--- config.mk ---
export PLATFORM = sky130hd
export DESIGN_NAME = decim_iq_param
export DESIGN_NICKNAME = d
export VERILOG_FILES = /design/src/rtl/decim_pkg.sv /design/src/rtl/decim_acc_ch.sv /design/src/rtl/decim_iq_param.sv
export SDC_FILE = /design/constraint.sdc
export NUM_CORES = 1
export LEC_CHECK = 0
export BUFFER_PORTS_ARGS = -buffer_cell sky130_fd_sc_hd__buf_4
export CAP_MARGIN = 20
export CORE_MARGIN = 5
export CORE_UTILIZATION = 60
export DETAILED_ROUTE_END_ITERATION = 6
export PLACE_DENSITY = 0.82
export SYNTH_ARGS = -nofsm -noshare
export SYNTH_HDL_FRONTEND = slang
export SYNTH_SLANG_ARGS = --single-unit
export TNS_END_PERCENT = 10
--- constraint.sdc ---
create_clock -name clk_40mhz -period 9.8 [get_ports clk_40mhz]
set_input_delay 1.47 -clock clk_40mhz [delete_from_list [all_inputs] [get_ports clk_40mhz]]
set_output_delay 1.47 -clock clk_40mhz [all_outputs]
set_load 0.02 [all_outputs]
--- src/rtl/decim_pkg.sv ---
// Shared constants and helpers for the I/Q decimator.
package decim_pkg;

  localparam int DATA_W_DEF   = 14;
  localparam int LOG2_MAX_DEF = 3;

  localparam logic MODE_PICK = 1'b0;
  localparam logic MODE_AVG  = 1'b1;

  // Requested ratios beyond what the accumulators were sized for saturate to the maximum.
  function automatic logic [2:0] clamp_log2(input logic [2:0] req, input logic [2:0] lmax);
    return (req > lmax) ? lmax : req;
  endfunction

endpackage

--- src/rtl/decim_acc_ch.sv ---
// One decimator channel: load/accumulate, round-and-shift or pick, registered output.
module decim_acc_ch
  import decim_pkg::*;
#(
  parameter int DATA_W = DATA_W_DEF,
  parameter int ACC_W  = DATA_W_DEF + LOG2_MAX_DEF + 1
) (
  input  logic                     clk_40mhz,
  input  logic                     rst,
  input  logic                     en,
  input  logic                     first,
  input  logic                     clr,
  input  logic                     dump,
  input  logic                     avg,
  input  logic [2:0]               k,
  input  logic signed [DATA_W-1:0] din,
  output logic signed [DATA_W-1:0] dout
);

  logic signed [ACC_W-1:0] acc_reg;
  logic signed [ACC_W-1:0] din_ext;
  logic signed [ACC_W-1:0] sum_next;
  logic signed [ACC_W-1:0] rnd;
  logic signed [ACC_W-1:0] avg_val;

  always_comb begin
    din_ext  = {{(ACC_W-DATA_W){din[DATA_W-1]}}, din};
    sum_next = first ? din_ext : acc_reg + din_ext;
    rnd      = '0;
    if (k != 3'd0) begin
      rnd = ACC_W'(1) << (k - 3'd1);
    end
    // ACC_W leaves headroom for the full sum plus rounding term, so no wrap here.
    avg_val  = (sum_next + rnd) >>> k;
  end

  always_ff @(posedge clk_40mhz) begin
    if (rst) begin
      acc_reg <= '0;
      dout    <= '0;
    end else begin
      if (clr) begin
        acc_reg <= '0;
      end else if (en) begin
        acc_reg <= sum_next;
      end
      if (dump) begin
        dout <= avg ? avg_val[DATA_W-1:0] : din;
      end
    end
  end

endmodule

--- src/rtl/decim_iq_param.sv ---
// I/Q decimator by 2^k with pick or rounded boxcar-average modes and period realign.
module decim_iq_param
  import decim_pkg::*;
#(
  parameter int DATA_W   = DATA_W_DEF,
  parameter int LOG2_MAX = LOG2_MAX_DEF
) (
  input  logic                     clk_40mhz,
  input  logic                     rst,
  input  logic                     in_valid,
  input  logic signed [DATA_W-1:0] data_in_I,
  input  logic signed [DATA_W-1:0] data_in_Q,
  input  logic [2:0]               dec_log2,
  input  logic                     mode,
  input  logic                     realign,
  output logic                     out_valid,
  output logic signed [DATA_W-1:0] data_out_I,
  output logic signed [DATA_W-1:0] data_out_Q
);

  localparam int ACC_W = DATA_W + LOG2_MAX + 1;
  localparam int PH_W  = (LOG2_MAX > 0) ? LOG2_MAX : 1;

  logic [PH_W-1:0] phase_reg;
  logic [2:0]      k_reg;
  logic            mode_reg;

  logic            start;
  logic [2:0]      k_eff;
  logic            mode_eff;
  logic [PH_W-1:0] phase_cur;
  logic [PH_W-1:0] last_idx;
  logic            last;
  logic            dump;
  logic            first;
  logic            clr;

  // Realign makes this cycle behave as a period start, so its sample re-latches the shadows.
  always_comb begin
    start     = realign || (phase_reg == '0);
    k_eff     = start ? clamp_log2(dec_log2, 3'(LOG2_MAX)) : k_reg;
    mode_eff  = start ? mode : mode_reg;
    phase_cur = realign ? '0 : phase_reg;
    last_idx  = PH_W'((8'd1 << k_eff) - 8'd1);
    last      = (phase_cur == last_idx);
    dump      = in_valid && last;
    first     = in_valid && start;
    clr       = realign && !in_valid;
  end

  always_ff @(posedge clk_40mhz) begin
    if (rst) begin
      phase_reg <= '0;
      k_reg     <= '0;
      mode_reg  <= MODE_PICK;
      out_valid <= 1'b0;
    end else begin
      out_valid <= dump;
      if (in_valid) begin
        if (start) begin
          k_reg    <= k_eff;
          mode_reg <= mode_eff;
        end
        phase_reg <= last ? '0 : phase_cur + PH_W'(1);
      end else if (realign) begin
        phase_reg <= '0;
      end
    end
  end

  logic signed [DATA_W-1:0] din_ch  [2];
  logic signed [DATA_W-1:0] dout_ch [2];

  assign din_ch[0]  = data_in_I;
  assign din_ch[1]  = data_in_Q;
  assign data_out_I = dout_ch[0];
  assign data_out_Q = dout_ch[1];

  generate
    for (genvar gi = 0; gi < 2; gi++) begin : g_ch
      decim_acc_ch #(
        .DATA_W(DATA_W),
        .ACC_W (ACC_W)
      ) u_ch (
        .clk_40mhz(clk_40mhz),
        .rst      (rst),
        .en       (in_valid),
        .first    (first),
        .clr      (clr),
        .dump     (dump),
        .avg      (mode_eff == MODE_AVG),
        .k        (k_eff),
        .din      (din_ch[gi]),
        .dout     (dout_ch[gi])
      );
    end
  endgenerate

endmodule

* After elaboration in Yosys (flattened, before gate mapping)
Cells that the tools add are included.
Storage, ports and cells: output and inout bits 29, flip-flop bits (word level) 72, input bits 36, logic and storage cells 41
Operators by class: mux-type cells 11, shift-type cells 4, equality and inequality tests 1, order comparisons 1, add/sub/neg operators 7, reduce and logical (&&, ||, !) cells 9
Operators by type and width (count):
- 18-bit 2-to-1 mux | 3
- 18-bit by 14-bit adder with 18-bit output | 2
- 18-bit adder | 2
- 18-bit by 3-bit >>> shifter with 14-bit output | 2
- 14-bit 2-to-1 mux | 2
- 1-bit by 3-bit left shift with 18-bit output (first input constant) | 1
- 3-bit 2-to-1 mux | 5
- 3-bit by 1-bit subtractor with 3-bit output (second input constant) | 2
- 3-bit by 1-bit adder with 3-bit output (second input constant) | 1
- 3-bit == test | 1
- 3-bit by 2-bit > comparator with 1-bit output (second input constant) | 1
- 1-bit logical AND | 3
- 3-bit logical NOT | 1
- 3-bit nonzero test | 1
- 1-bit by 3-bit left shift with 3-bit output (first input constant) | 1
- 2-bit AND reduction | 1
- 2-bit OR reduction | 1
- 1-bit logical NOT | 1
- 1-bit logical OR | 1
- 1-bit 2-to-1 mux | 1

* Logic depth before layout (Yosys ltp)
Gate-level depths: netlist of run 1.
depth after elaboration 9, depth in mapped cells 23, depth with buffers taken out 18

* Modules after synthesis
From an unflattened synthesis of run 1, not the netlist that was laid out.
Unflattened totals: cell total of the unflattened synthesis 1086, area total of the unflattened synthesis 8081.5 um2
By module, submodules not included:
- decim_acc_ch at g_ch[1].u_ch | instances 1, area each 3781.1 um2, cells an instance 508, sequential area each 640.6 um2
- decim_acc_ch at g_ch[0].u_ch | instances 1, area each 3723.6 um2, cells an instance 507, sequential area each 640.6 um2
- decim_iq_param | instances 1, area each 576.8 um2, cells an instance 71, sequential area each 160.2 um2

* Worst setup path after synthesis of run 1
No wires, ideal clock.
path type in2reg, start input port in_valid, end register g_ch[0].u_ch.dout[9], library setup time 135 ps, path buffers 6, arrival 6159 ps, stages 22, data required time 9665 ps, path slack 3506 ps, path through buf_4 > or4b_1 > buf_2 > nand2_1 > buf_2 > buf_1 > clkbuf_1 > clkbuf_1 > nand2_1 > nand2_1 > ha_1 > ha_1 > nand2_1 > or4_1 > a311o_1 > a221oi_1 > o21a_1 > and3_1 > a2bb2oi_1 > a31oi_1 > o31ai_1 > a311oi_1
Between the ends: cells in the longest elaborated chain, start to end 5, elaborated cells on any way between the ends 6, classes of those cells add/sub (1); shift (1); mux (2); reduce/logical (2)
RTL lines:
- start, declared | line decim_iq_param.sv:10 | input logic in_valid,
- 1-bit logical AND | line decim_iq_param.sv:47 | first = in_valid && start;
- 18-bit 2-to-1 mux | line decim_acc_ch.sv:28 | sum_next = first ? din_ext : acc_reg + din_ext;
- net g_ch[0].u_ch.sum_next[0] | line decim_acc_ch.sv:22 | logic signed [ACC_W-1:0] sum_next;
- 18-bit adder | line decim_acc_ch.sv:34 | avg_val = (sum_next + rnd) >>> k;
- 18-bit by 3-bit >>> shifter with 14-bit output | line decim_acc_ch.sv:34
- 14-bit 2-to-1 mux | line decim_acc_ch.sv:48 | dout <= avg ? avg_val[DATA_W-1:0] : din;
- end signal, assigned | line decim_acc_ch.sv:48
- end, declared | line decim_acc_ch.sv:17 | output logic signed [DATA_W-1:0] dout
The timed path passes the listed nets, and every way through them passes these cells. A chain may end at the register's enable or synchronous reset.

* Worst setup path in the final report of run 1
start input port realign, end register g_ch[1].u_ch.dout[9]
Between the ends: cells in the longest elaborated chain, start to end 8, elaborated cells on any way between the ends 17, classes of those cells add/sub (3); eq/ne (1); shift (3); mux (6); reduce/logical (4)
RTL lines:
- start, declared | line decim_iq_param.sv:15 | input logic realign,
- 1-bit logical OR | line decim_iq_param.sv:40 | start = realign || (phase_reg == '0);
- 3-bit 2-to-1 mux | line decim_iq_param.sv:41 | k_eff = start ? clamp_log2(dec_log2, 3'(LOG2_MAX)) : k_reg;
- 3-bit by 1-bit subtractor with 3-bit output | line decim_acc_ch.sv:31 | rnd = ACC_W'(1) << (k - 3'd1);
- 1-bit by 3-bit left shift with 18-bit output | line decim_acc_ch.sv:31
- 18-bit 2-to-1 mux | line decim_acc_ch.sv:30 | if (k != 3'd0) begin
- 18-bit adder | line decim_acc_ch.sv:34
- 18-bit by 3-bit >>> shifter with 14-bit output | line decim_acc_ch.sv:34
- 14-bit 2-to-1 mux | line decim_acc_ch.sv:48
- end signal, assigned | line decim_acc_ch.sv:48
- end, declared | line decim_acc_ch.sv:17
Parallel ways exist; a longest one is shown, timed or not.

==> results of run 1 <==
-- final cells by class --
type / instances / area share
clock buffers: 15 / 0.03060
multi-input cells: 924 / 0.7066
repair buffers: 74 / 0.06348
flip-flops and latches: 72 / 0.1647
inverters: 22 / 0.009437
well taps: 176 / 0.02516
-- power breakdown --
group,internal (W),total (W),switching [W]
Combinational,0.000201,0.000529,0.000328
Sequential,0.000308,0.000319,0.0000111
Clock,0.000185,0.000317,0.000133
-- through the flow --
step	std cells	hold WS, ns	worst slack [ns]
2_1_floorplan	1078	0.4489	3.506
3_3_place_gp	1268	0.4631	2.925
6_report	1283	0.4770	3.003
5_1_grt	1283	0.4978	2.630
4_1_cts	1283	0.4763	3.216
3_5_place_dp	1268	0.4625	2.873
-- per-layer routing --
metal  GRT usage  vias up  part of all wire
met5           0        -                 0
met4      0.1110        0             0.032
met3     0.06439       67             0.098
met2      0.4701      492              0.44
met1      0.4062     3970              0.43
li1            -     4146                 -
-- synthesized netlist by cell type (8+ instances only) --
| cell type | instances |
|---|---|
| nand2b_1 | 8 |
| and3_1 | 17 |
| xor2_1 | 19 |
| a22oi_1 | 13 |
| nor3_1 | 27 |
| a31oi_1 | 17 |
| a21oi_1 | 62 |
| and2_1 | 18 |
| a311oi_1 | 12 |
| mux2_2 | 9 |
| mux2i_1 | 28 |
| ha_1 | 48 |
| clkbuf_1 | 46 |
| inv_1 | 21 |
| xnor2_1 | 35 |
| a21o_1 | 32 |
| o21a_1 | 12 |
| o21ai_0 | 54 |
| nand4_1 | 9 |
| o2111ai_1 | 9 |
| o211ai_1 | 34 |
| a211o_1 | 12 |
| nand3_1 | 27 |
| or3_1 | 12 |
| nand2_1 | 102 |
| a211oi_1 | 39 |
| dfxtp_1 | 72 |
| nor2_1 | 131 |
-- layout by cell type (no fill, tap or decap), types with 7 or more instances in the layout --
cell type,count
nand2b_1,8
a311oi_1,12
nor2_1,131
a221oi_1,7
dfxtp_1,72
mux2i_1,28
and3_1,17
nand2_1,102
a21oi_1,62
a31oi_1,17
nand4_1,9
o21ai_0,54
o2111ai_1,9
or3_1,12
and2_1,18
inv_1,21
o211ai_1,34
a21o_1,32
a22oi_1,13
a211o_1,12
o31ai_1,7
clkbuf_16,9
xor2_1,19
or2_2,7
nor3b_1,7
ha_1,48
buf_4,74
nor3_1,26
a211oi_1,39
nand3_1,27
mux2_2,9
xnor2_1,35
o21a_1,12
-- worst min path at each step --
stage / cells after the start / start / endpoint
5_1_grt: 2 / g_ch[0].u_ch.acc_reg[3] / g_ch[0].u_ch.acc_reg[3]
4_1_cts: 2 / mode_reg / mode_reg
3_5_place_dp: 2 / g_ch[0].u_ch.dout[12] / g_ch[0].u_ch.dout[12]
2_1_floorplan: 2 / mode_reg / mode_reg
6_report: 2 / mode_reg / mode_reg
3_3_place_gp: 2 / mode_reg / mode_reg
-- cell families (layout without fill, tap and decap cells) --
group | count (synthesis) | count (layout) | synth area share
adders and majority gates | 50 | 50 | 0.08081
xor gates and xnor gates | 55 | 55 | 0.06171
buffers and inverters | 82 | 111 | 0.04167
muxes | 38 | 38 | 0.05003
DFF | 72 | 72 | 0.1818
and+or+nand+nor | 401 | 401 | 0.2446
AOI/OAI and AO/OA | 378 | 378 | 0.3389
other | 1 | 2 | 0.0004730
-- worst max-delay path: stages --
cell and delay [ns]:
buf_4 0.24, inv_1 0.20, a21oi_1 0.42, or2_2 0.78, nand2_1 0.26, nor2_1 0.36
inv_1 0.09, ha_1 0.34, xor2_1 0.16, nand2_1 0.07, or3_1 0.31, a21oi_1 0.20
o211ai_1 0.12, buf_4 0.28, nor2_1 0.39, nand2_1 0.28, nor2_1 0.66, o2111ai_1 0.26
nand3_1 0.17
==> summary.md, run 1 <==
| Metric | Value |
|---|---|
| Status | finished, final reports clean |
| Max-slew violations | 0 |
| Drt total wl | 24.49 mm |
| Post-route ant nets | 0 |
| Vias in the first global route | 7716 |
| Mean Syn Cell Area | 7.361 µm² |
| Final Cell Area | 8751 µm² |
| Total track usage | 0.2995 |
| Arrival time at the worst endpoint | 7.08 ns |
| Clock Tree Buf Depth | 2 |
| Synthesized area | 7928 µm² |
| Root buffer cell | clkbuf_16 |
| Initial DRT Pass Iterations | 6 |
| Post-synth cell types | 86 |
| Overall Power | 0.001166 W |
| Drt wl/cell | 19.08 µm |
| Synth-to-layout area growth | 10.39% |
| Dpl hpwl | 17.83 mm |
| CP Launch Type | input port |
| Num Clock Sinks | 72 |
| Worst R2R End | g_ch[1].u_ch.dout[9] |
| Synthesis Warnings | 0 |
| Synth top area share | 0.1818 |
| Storage cell area | 1441 µm² |
| Critical Setup Path Class | input port to register |
| Via count | 8675 |
| Nets@finish | 1189 |
| Residual DRC | 0 |
| RSZ-0062 raised after global routing | false |
| Die area | 15610 µm² |
| P_leak | 3.691 nW |
| Final hold vios | 0 |
| First-pass GRT wire length | 39.13 mm |
| Final Wtd Congestion | 0.9655 |
| H-tree lvl count | 3 |
| Worst R2R Start | phase_reg[1] |
| Cell Area, Placed | 8483 µm² |
| Die height | 124.9 µm |
| Initial core utilization | 0.6059 |
| Req. time, crit path | 10.08 ns |
| TritonCTS Buffers | 9 |
| PwrDens | 133.2 nW/µm² |
| Clock Skew | 0.007968 ns |
| Initial DRC Count | 1128 |
| Fraction of registers with async set/reset | 0 |
| Post-cts hold buffer count | 0 |
| Tcrit/Tclk final | 0.6936 |
| Critical Path End | g_ch[1].u_ch.dout[9] |
| Setup TNS | 0 ns |
| Utilization after layout | 0.6688 |
| Max_cap viols | 0 |
| IO Port Bufs | 64 |
| Filler instances | 1156 |
| Synth Register Bits | 72 |
| Max reg flops | 36 |
| Least-Margin Pin Slew | 1.135 ns |
| Slew headroom | 0.2396 |
| Reg clk slew, reported paths | 0.06 ns |
| Critical Path Start | realign |
| Antenna cell count | 0 |
| Minimum clock period | 6.797 ns |
| Crit. End Element | register |
| Global route overflow | 0 |
| Layout cell share with drive strength beyond 1 | 0.1111 |
| CP max FO | 42 |
| Area of the multi-input gates | 6183 µm² |
| Placeable Area | 13090 µm² |
| Largest net degree at the start of global routing | 74 |
| Max VDD drop | 0.1014 mV |
| Synth area leader | dfxtp_1 |
| Initial antenna violation count | 0 |
| Chip width | 124.9 µm |
| Resize count post-CTS | 0 |
| Vias per cell | 6.761 |
| Post-CTS Setup Bufs | 0 |
| Reg2Reg Depth | 18 |
| Latest clock arrival within the worst-skew pair | 0.35 ns |
| HP Class | register to register |
| Top post-synthesis cells by area | dfxtp_1 18%, ha_1 7.6%, nor2_1 6.2% |
| Site Rows | 42 |
| Max Fclk | 147.1 MHz |
| Register area share after synthesis | 0.1818 |
| Synth Instances | 1077 |
| CTS tree | built |
| Setup violators final | 0 |
| Reg2reg setup slack | 3.65 ns |
| Post-synth EDFFs | 0 |
| Io pins | 65 |
| Ys flop type | dfxtp_1 |
Note: power is estimated with default switching activity, not from simulation.
==> run 2: changes to the inputs <==
--- a/config.mk
+++ b/config.mk
@@ -8,9 +8,9 @@
 export BUFFER_PORTS_ARGS = -buffer_cell sky130_fd_sc_hd__buf_4
 export CAP_MARGIN = 20
 export CORE_MARGIN = 5
-export CORE_UTILIZATION = 60
+export CORE_UTILIZATION = 56
 export DETAILED_ROUTE_END_ITERATION = 6
-export PLACE_DENSITY = 0.82
+export PLACE_DENSITY = 0.8
 export SYNTH_ARGS = -nofsm -noshare
 export SYNTH_HDL_FRONTEND = slang
 export SYNTH_SLANG_ARGS = --single-unit
==> constraint.sdc (replaced) <==
create_clock -name clk_40mhz -period 5.75 [get_ports clk_40mhz]
set_input_delay 0.8625 -clock clk_40mhz [delete_from_list [all_inputs] [get_ports clk_40mhz]]
set_output_delay 0.8625 -clock clk_40mhz [all_outputs]
set_load 0.02 [all_outputs]
==> summary.md, run 2 (synthesis gave the netlist of run 1 again) <==
| Metric | Value |
|---|---|
| Die height | 129.0 µm (+3.2%) |
| Post-place setup slack | 0.3838 ns (-2.489 ns) |
| Filler instances | 1215 (+5.1%) |
| PwrDens | 240.4 nW/µm² (+80%) |
| Clock Tree Buf Depth | 2 (unchanged) |
| CTS tree | built |
| Max_cap viols | 0 (unchanged) |
| Drt wl/cell | 19.48 µm (+2.0%) |
| Most common cell after layout, fill and taps aside | nor2_1 |
| Global route overflow | 0 (unchanged) |
| Reg clk slew, reported paths | 0.06 ns (about the same) |
| Critical Setup Path Class | input port to register |
| Site Rows | 43 (+2.4%) |
| TritonCTS Buffers | 9 (unchanged) |
| Residual DRC | 0 (unchanged) |
| Area of the multi-input gates | 6183 µm² (unchanged) |
| Tcrit/Tclk final | 0.8893 |
| HP Class | register to register |
| Total track usage | 0.3009 (+0.001449) |
| Antenna cell count | 0 (unchanged) |
| Largest net degree at the start of global routing | 45 (-39%) |
| H-tree lvl count | 3 (unchanged) |
| Initial DRC Count | 1137 (+0.80%) |
| Root buffer cell | clkbuf_16 |
| Initial DRT Pass Iterations | 6 (unchanged) |
| Most used cells in the layout excluding fill and tap cells | 131 x nor2_1, 102 x nand2_1, 87 x buf_4, 72 x dfxtp_1, 62 x a21oi_1 |
| Initial core utilization | 0.5711 (-0.03473) |
| Max-slew violations | 0 (unchanged) |
| Max Fclk | 195.6 MHz |
| Post-cts hold buffer count | 0 (unchanged) |
| RSZ-0062 raised after global routing | false |
| Post-CTS Setup Bufs | 0 (unchanged) |
| P_leak | 3.797 nW (+2.9%) |
| Final hold vios | 0 (unchanged) |
| Post-route ant nets | 0 (unchanged) |
| Vias in the first global route | 7912 (+2.5%) |
| Storage cell area | 1441 µm² (unchanged) |
| Hold slack | 0.4779 ns (+0.0008490 ns) |
| Req. time, crit path | 5.95 ns (-4.13 ns) |
| Utilization after layout | 0.6441 (-0.02464) |
| CP Launch Type | input port |
| Initial antenna violation count | 0 (unchanged) |
| Chip width | 129.0 µm (+3.2%) |
| Synth-to-layout area growth | 12.78% |
| Crit. End Element | register |
| Setup violators final | 0 (unchanged) |
| Nets@finish | 1202 (+1.1%) |
| Die area | 16640 µm² (+6.6%) |
| Num Clock Sinks | 72 (unchanged) |
| Io pins | 65 (unchanged) |
| Arrival time at the worst endpoint | 5.32 ns (-1.76 ns) |
| IO Port Bufs | 64 (unchanged) |
| Layout cell share with drive strength beyond 1 | 0.1258 (+0.01467) |
| Drt total wl | 25.34 mm (+3.5%) |
| Placeable Area | 13880 µm² (+6.1%) |
| Vias per cell | 6.718 (-0.64%) |
| Status | finished, final reports clean |
| Latest clock arrival within the worst-skew pair | 0.35 ns (about the same) |
| Slew headroom | 0.4691 (+0.2295) |
| Clock Skew | 0.006423 ns (-0.001545 ns) |
| Max VDD drop | 0.1556 mV (+53%) |
| Final Wtd Congestion | 0.9390 (-2.7%) |
| First-pass GRT wire length | 40.64 mm (+3.9%) |
| Least-Margin Pin Slew | 0.7926 ns (-0.3428 ns) |
| Final setup margin | 0.6367 ns (-2.366 ns) |
| Minimum clock period | 5.113 ns |
| Max reg flops | 36 (unchanged) |
| Dpl hpwl | 18.26 mm (+2.4%) |
| Resize count post-CTS | 0 (unchanged) |
| Via count | 8740 (+0.75%) |
| Setup TNS | 0 ns (unchanged) |
| CP max FO | 9 (-79%) |
run 2: cell count changes in the layout (fill, tap and decap cells not counted):
cell,before,now
buf_4,74,87
bufinv_16,0,3
clkbuf_1,4,0
clkinv_2,0,1
clkinvlp_4,0,1
run 2: through the flow:
step	instances	total power, W	cell area (µm²)
2_1_floorplan	1078	0.001234	7931
3_3_place_gp	1285	0.001425	8586
3_5_place_dp	1285	0.001439	8586
4_1_cts	1301	0.002127	8941
5_1_grt	1301	0.002261	8941
6_report	1301	0.002149	8941
run 2: path summary, 6_finish.rpt:
kind                startpoint              endpoint  slack (ns)  depth (start not counted)
setup reg to reg  phase_reg[1]  g_ch[0].u_ch.dout[9]        0.66                         17
setup / recovery   dec_log2[1]  g_ch[0].u_ch.dout[9]        0.64                         18
hold / removal        mode_reg              mode_reg        0.48                          2
hold reg to reg       mode_reg              mode_reg        0.48                          2
run 2: cell type report:
| cell class | instances | area share |
|---|---|---|
| inverter | 22 | 0.009236 |
| clock buffer | 11 | 0.02827 |
| sequential | 72 | 0.1612 |
| tap | 180 | 0.02519 |
| multi-input combinational | 924 | 0.6916 |
| clock inverter | 5 | 0.01147 |
| timing repair buffer | 87 | 0.07305 |
run 2: power by group:
| group | switching, W | internal, W |
|---|---|---|
| sequential | 0.0000193 | 0.000525 |
| combinational | 0.000565 | 0.000350 |
| clock | 0.000242 | 0.000447 |
| total | 0.000827 | 0.00132 |
run 2: per-layer routing:
metal	up-vias	routed length (µm)	GRT usage
li1	4161	-	-
met4	0	935	0.1248
met3	86	2415	0.04317
met5	-	0	0
met2	483	10920	0.4665
met1	4010	11070	0.4187
run 2: worst max-delay path, cell delays in order:
cell and delay (ns):
buf_4 0.12, or2_2 0.32, a21oi_1 0.36, or2_2 0.20, nand2_1 0.08, nor2_1 0.22
ha_1 0.24, ha_1 0.22, nand2_1 0.06, or4_1 0.44, a311o_1 0.41, a221oi_1 0.38
o21a_1 0.39, and3_1 0.29, a2bb2oi_1 0.35, a31oi_1 0.13, o31ai_1 0.10, a311oi_1 0.12
